[config.mk]
export PLATFORM = sky130hd
export DESIGN_NAME = instr_seq_ctrl
export DESIGN_NICKNAME = d
export VERILOG_FILES = /design/src/rtl/instr_seq_ctrl.sv
export SDC_FILE = /design/constraint.sdc
export NUM_CORES = 1
export LEC_CHECK = 0
export ABC_AREA = 1
export ABC_CLOCK_PERIOD_IN_PS = 2800
export CAP_MARGIN = 15
export CORE_ASPECT_RATIO = 1.75
export CORE_MARGIN = 3
export CORE_UTILIZATION = 29
export CTS_CLUSTER_DIAMETER = 60
export CTS_CLUSTER_SIZE = 25
export DETAILED_ROUTE_END_ITERATION = 6
export PLACE_DENSITY = 0.59
export SLEW_MARGIN = 20
export SYNTH_ARGS = -nofsm -noshare
export SYNTH_HDL_FRONTEND = slang
export SYNTH_SLANG_ARGS = --single-unit
export TNS_END_PERCENT = 1
[constraint.sdc]
create_clock -name sys_clk -period 2.8 [get_ports sys_clk]
set_clock_uncertainty 0.2 [all_clocks]
set_input_delay 0.56 -clock sys_clk [delete_from_list [all_inputs] [get_ports sys_clk]]
set_output_delay 0.56 -clock sys_clk [all_outputs]
set_load 0.005 [all_outputs]
[src/rtl/instr_seq_ctrl.sv]
// Multi-cycle FETCH/DECODE/EXECUTE/WRITEBACK sequencer for the I-type datapath.
// Optional macro ILLEGAL_HALT_EN: a non-OP-IMM opcode halts the FSM instead of running as a NOP.
module instr_seq_ctrl #(
  parameter int MEM_SIZE = 64,
  parameter int RESET_PC = 0
) (
  input  logic        sys_clk,
  input  logic        sys_rst,
  input  logic        tick,
  output logic [31:0] pc,
  input  logic [31:0] instr_data,
  output logic [4:0]  rs1_addr,
  input  logic [31:0] rs1_data,
  output logic [2:0]  alu_func,
  output logic [31:0] alu_a,
  output logic [31:0] alu_b,
  input  logic [31:0] alu_result,
  output logic        rd_we,
  output logic [4:0]  rd_addr,
  output logic [31:0] rd_wdata,
  output logic [31:0] last_result,
  output logic [2:0]  state,
  output logic        halted
);

  typedef enum logic [2:0] {
    FETCH     = 3'd0,
    DECODE    = 3'd1,
    EXECUTE   = 3'd2,
    WRITEBACK = 3'd3,
    HALT      = 3'd4
  } state_t;

  localparam logic [6:0]  OP_IMM     = 7'b0010011;
  localparam logic [31:0] MEM_BOUND  = 32'(MEM_SIZE);
  localparam logic [31:0] PC_AT_RESET = 32'(RESET_PC);

  state_t      cur_state;
  state_t      nxt_state;
  logic [31:0] pc_q;
  logic [31:0] ir;
  logic [31:0] opa;
  logic [31:0] res;
  logic [31:0] last_q;
  logic [31:0] pc_plus4;
  logic [31:0] pc_next;
  logic        opcode_ok;
  logic        commit;

  assign opcode_ok = (ir[6:0] == OP_IMM);
  assign pc_plus4  = pc_q + 32'd4;
  assign pc_next   = (pc_plus4 >= MEM_BOUND) ? 32'd0 : pc_plus4;

  // A write commits only on the WRITEBACK tick of a legal, non-x0 instruction; reset aborts it.
  assign commit = (cur_state == WRITEBACK) && tick && !sys_rst && opcode_ok && (ir[11:7] != 5'd0);

  always_comb begin
    nxt_state = cur_state;
    if (tick) begin
      case (cur_state)
        FETCH:     nxt_state = DECODE;
`ifdef ILLEGAL_HALT_EN
        DECODE:    nxt_state = opcode_ok ? EXECUTE : HALT;
`else
        DECODE:    nxt_state = EXECUTE;
`endif
        EXECUTE:   nxt_state = WRITEBACK;
        WRITEBACK: nxt_state = FETCH;
        HALT:      nxt_state = HALT;
        default:   nxt_state = FETCH;
      endcase
    end
  end

  always_ff @(posedge sys_clk) begin
    if (sys_rst) begin
      cur_state <= FETCH;
      pc_q      <= PC_AT_RESET;
      ir        <= 32'd0;
      opa       <= 32'd0;
      res       <= 32'd0;
      last_q    <= 32'd0;
    end else begin
      cur_state <= nxt_state;
      if (tick) begin
        case (cur_state)
          FETCH:   ir  <= instr_data;
          DECODE:  opa <= rs1_data;
          EXECUTE: res <= alu_result;
          WRITEBACK: begin
            pc_q <= pc_next;
            if (commit) last_q <= res;
          end
          default: ;
        endcase
      end
    end
  end

  assign pc          = pc_q;
  assign rs1_addr    = ir[19:15];
  assign alu_func    = ir[14:12];
  assign alu_a       = opa;
  assign alu_b       = {{20{ir[31]}}, ir[31:20]};
  assign rd_addr     = ir[11:7];
  assign rd_wdata    = res;
  assign rd_we       = commit;
  assign last_result = last_q;
  assign state       = cur_state;

`ifdef ILLEGAL_HALT_EN
  assign halted = (cur_state == HALT);
`else
  assign halted = 1'b0;
`endif

endmodule

## Word-level counts from Yosys, hierarchy flattened

Index checks and enable logic that the tools add are counted.

| storage, ports and cells | value |
|---|---|
| register bits after elaboration | 163 |
| logic and storage cells | 27 |

| operators by class | value |
|---|---|
| $add $sub $neg | 1 |
| order comparisons | 1 |
| eq/ne operators | 5 |
| mux-type cells | 2 |
| reduce and logical (&&, ||, !) cells | 12 |

Operators with widths:

| operator | count |
|---|---|
| adder 32 x 3 -> 32 bit, second input constant | 1 |
| greater-or-equal comparator 32 x 7 -> 1 bit, second input constant | 1 |
| two-way mux 32 bit | 1 |
| one-hot mux 3 bit (4 select lines) | 1 |
| AND reduction 2 bit | 4 |
| equality test 7 x 5 -> 1 bit, second input constant | 1 |
| equality test 3 x 2 -> 1 bit, second input constant | 2 |
| nonzero test 5 bit | 1 |
| logical AND 1 bit | 4 |
| equality test 3 x 1 -> 1 bit, second input constant | 1 |
| equality test 3 bit, second input constant | 1 |
| zero test 3 bit | 1 |
| AND reduction 3 bit | 1 |
| zero test 1 bit | 1 |

## Depth between registers and ports, before layout

| logic depth | value |
|---|---|
| depth in word-level cells | 6 |
| depth in mapped cells | 15 |
| gate-level depth less buffers | 15 |

## Least setup slack after synthesis

No wires, ideal clock.

| path | value |
|---|---|
| path kind | input -> output |
| start point | input port sys_rst |
| end point | output port rd_we |
| arrival time | 1.537 ns |
| path slack | 0.503 ns |
| stages on the path | 6 |
| path buffers | 3 |
| cell sequence | buf_2 -> inv_1 -> nand3_1 -> a2111oi_4 -> buf_2 -> buf_2 |

| on the way | value |
|---|---|
| word-level cells in the longest chain between the ends | 4 |

Ends and longest elaborated chain:

| item | RTL line | source |
|---|---|---|
| start, declared | 8 | `input logic sys_rst,` |
| zero test 1 bit | 55 | `assign commit = (cur_state == WRITEBACK) && tick && !sys_rst && opcode_ok && (ir[11:7] != 5'd0);` |
| logical AND 1 bit (3 in a row) | 55 |  |
| end, declared | 18 | `output logic rd_we,` |

Every way passes these cells.

## Worst setup path in the final report

| path | value |
|---|---|
| start point | input port tick |
| end point | output port rd_we |

| on the way | value |
|---|---|
| word-level cells in the longest chain between the ends | 4 |

Ends and longest elaborated chain:

| item | RTL line | source |
|---|---|---|
| start, declared | 9 | `input logic tick,` |
| logical AND 1 bit (4 in a row) | 55 |  |

Every way passes these cells.

==> metrics.md <==
| Metric | Value |
|---|---|
| Worst-Margin Slew | `0.870 ns` |
| Overall Global Routing Usage | `18.0%` |
| Fraction of registers with async set/reset | `0%` |
| Final Hold Fails | `0` |
| Synthesized area | `0.00673 mm^2` |
| CTS clk-pin slew, worst paths | `0.06 ns` |
| Clk_lat worst skew | `0.45 ns` |
| CTS tree | `yes` |
| H-tree levels | `4` |
| Placed cell count | `1407` |
| Syn avg cell area | `7.42 um^2` |
| Synth cell count leaders | `nor2_1, dfxtp_1, o21ai_0` |
| Die height | `207 um` |
| CP max-delay cell | `clkdlybuf4s50_1` |
| Sink Count | `161` |
| Post-synthesis sequential area ratio | `47.9%` |
| Crit path capture type | `output pin` |
| Initial antenna violation count | `0` |
| Root Driver | `clkbuf_16` |
| Hold Path Depth | `2` |
| Worst reg-to-reg setup slack | `0.31 ns` |
| DR vias | `6421` |
| FF-to-FF path depth | `13` |
| Fillers | `2295` |
| Ant diodes | `0` |
| Slew headroom | `42.0%` |
| First-pass GRT wire length | `34800 um` |
| Clock Tree Buf Depth | `2` |
| Critical-path maximum fanout | `3` |
| Start of the worst register-to-register path | `pc[2]` |
| Yosys top cell area share | `47.9%` |
| Crit Path Class | `input port to output pin` |
| GP Congestion | `0.935` |
| Routed wire length | `22400 um` |
| Final period util | `93.5%` |
| DR iter-0 viols | `282` |
| Total CTS buffers | `17` |
| P per Cell Area | `564 mW/mm^2` |
| Final Max Slew Viols | `0` |
| Most numerous cell in the Yosys netlist | `nor2_1` |
| NumNets Final | `1226` |
| Vias in the first global route | `6477` |
| Worst r2r dst | `pc[3]` |
| Num ports | `277` |
| Synth Register Bits | `161` |
| Die Wd | `121 um` |
| RSZ-0062 raised after global routing | `no` |
| Crit-path cells | `clkdlybuf4s50_1 -> inv_2 -> nor2_4 -> nand3_4 -> a2111oi_4 -> clkbuf_2` |
| Core box area | `0.0227 mm^2` |
| Met1 WL | `7660 um` |
| Post-synth EDFFs | `0` |
| WHS Endpoint | `last_result[8]` |
| Antenna viol nets, final | `0` |
| WL met3 | `1270 um` |
| Final setup vio count | `0` |
| Achievable frequency | `382 MHz` |
| Area added between synthesis and finish | `50.9%` |
| CP required | `2.04 ns` |
| Layout cells sized above 1 | `6.94%` |
| Top Layer Used | `met4` |
| WL met2 | `12400 um` |
| Final min period | `2.62 ns` |
| Hold Crit Class | `flip-flop to flip-flop` |
| Postcts setup bufs | `0` |
| Non-filler cells, final | `1439` |
| Leakage power | `3.81 nW` |
| Status | `completed` |
| Worst VDD drop | `0.000465 V` |
| Largest net degree at the start of global routing | `95` |
| Die Area | `0.0251 mm^2` |
| Starting Density | `29.6%` |
| CP top delay family | `buffers and inverters` |
| Setup crit start kind | `input port` |
| Cell taking the most area after synthesis | `dfxtp_1` |
| Final core occ | `44.6%` |
| Main synth FF type | `dfxtp_1` |
| Hold path start | `rd_wdata[8]` |
| Detail Placement HPWL | `16500 um` |
| Via density | `4.46` |
| Port Buffers | `273` |
| Area contributors post-synth | `dfxtp_1, o21ai_0, nor2_1` |
| Max-cap viol count | `0` |
| Yosys synthesis warning count | `0` |
| Buffer and inverter count on the worst path | `3` |
| Rows | `73` |
| First-pass DRT Iterations | `5` |
| Mapped Cells | `906` |
| Final hold slack | `0.266 ns` |
| Count of cell types in the netlist | `31` |
| WL per Instance | `15.6 um` |
| Worst EP arrival | `1.86 ns` |
| Power, Total | `5.73 mW` |
| Drc violations | `0` |
| Critical Path Max Stage Delay | `0.49 ns` |
| Grt ovf | `0` |
flip-flops by register name, summed over array words and instances (netlist names):
name,flops
alu_a,32
ir,32
last_result,32
rd_wdata,32
pc,30
state,3
power breakdown:
group | internal [mW] | leakage [nW] | switching, mW
logic | 0.380 | 2.18 | 0.252
clock network | 1.66 | 0.319 | 1.00
registers | 2.38 | 1.31 | 0.0553
total | 4.42 | 3.81 | 1.31
tightest hold or removal path, delay by kind of cell (launching register included):
kind,cells,cell delay [ns]
AO/OA/AOI/OAI,1,0.05
flip-flops,1,0.31
buffers and inverters,1,0.06
layout by cell type (no fill, tap or decap), types with 3 or more instances in the layout:
master	count
a21oi_1	66
buf_12	3
buf_4	15
bufinv_16	5
clkbuf_16	17
clkbuf_8	3
clkdlybuf4s50_1	272
clkinv_4	3
clkinvlp_4	3
conb_1	3
dfxtp_1	161
inv_1	68
nand2_1	107
nand2_2	6
nand3_1	23
nor2_1	182
nor2_2	5
nor2_4	6
nor3_1	25
o21ai_0	137
xor2_1	5
timing repair:
action / CTS / global route
pin swaps: 0 / 0
gates resized for setup: 1 / 2
hold buffers: 0 / 0
setup endpoints to repair: 1 / 1
gates cloned: 0 / 0
cell type report:
class | count | area [um^2] | area share (%)
multi-input combinational | 581 | 2700 | 26.6
tap | 300 | 375 | 3.70
clock inverter | 12 | 204 | 2.01
clock buffer | 20 | 467 | 4.60
inverter | 74 | 284 | 2.80
timing repair buffer | 291 | 2900 | 28.6
sequential | 161 | 3220 | 31.8
per-stage QoR:
| stage | setup WS [ns] | setup TNS (ns) | area (um^2) |
|---|---|---|---|
| finish | 0.183 | 0 | 10200 |
| global placement | -0.275 | -2.53 | 9490 |
| global route | 0.118 | 0 | 10200 |
| detailed placement | -0.283 | -3.70 | 9490 |
| CTS | 0.00744 | 0 | 10200 |
| floorplan | 0.503 | 0 | 6730 |
cell families after synthesis:
kind of cell	Yosys count	share of synthesized area, %
other	1	0.0558
DFF	161	47.9
adders and majority gates	1	0.186
xor gates and xnor gates	6	0.781
AOI/OAI and AO/OA	206	15.7
buffers and inverters	166	12.1
and+or+nand+nor	364	23.1
muxes	1	0.149
layer usage:
metal | global-route usage, % | vias to the layer above
li1 | - | 3292
met3 | 5.45 | 53
met1 | 16.6 | 2890
met5 | 0 | -
met2 | 34.1 | 186
met4 | 10.1 | 0
how the worst max path moves through the flow:
stage          endpoint  cells past startpoint     from
2_1_floorplan     rd_we                      6  sys_rst
3_3_place_gp      rd_we                      6     tick
3_5_place_dp      rd_we                      6     tick
4_1_cts           rd_we                      6     tick
5_1_grt           rd_we                      6     tick
6_report          rd_we                      6     tick
Power figures use the tool's default switching activity.
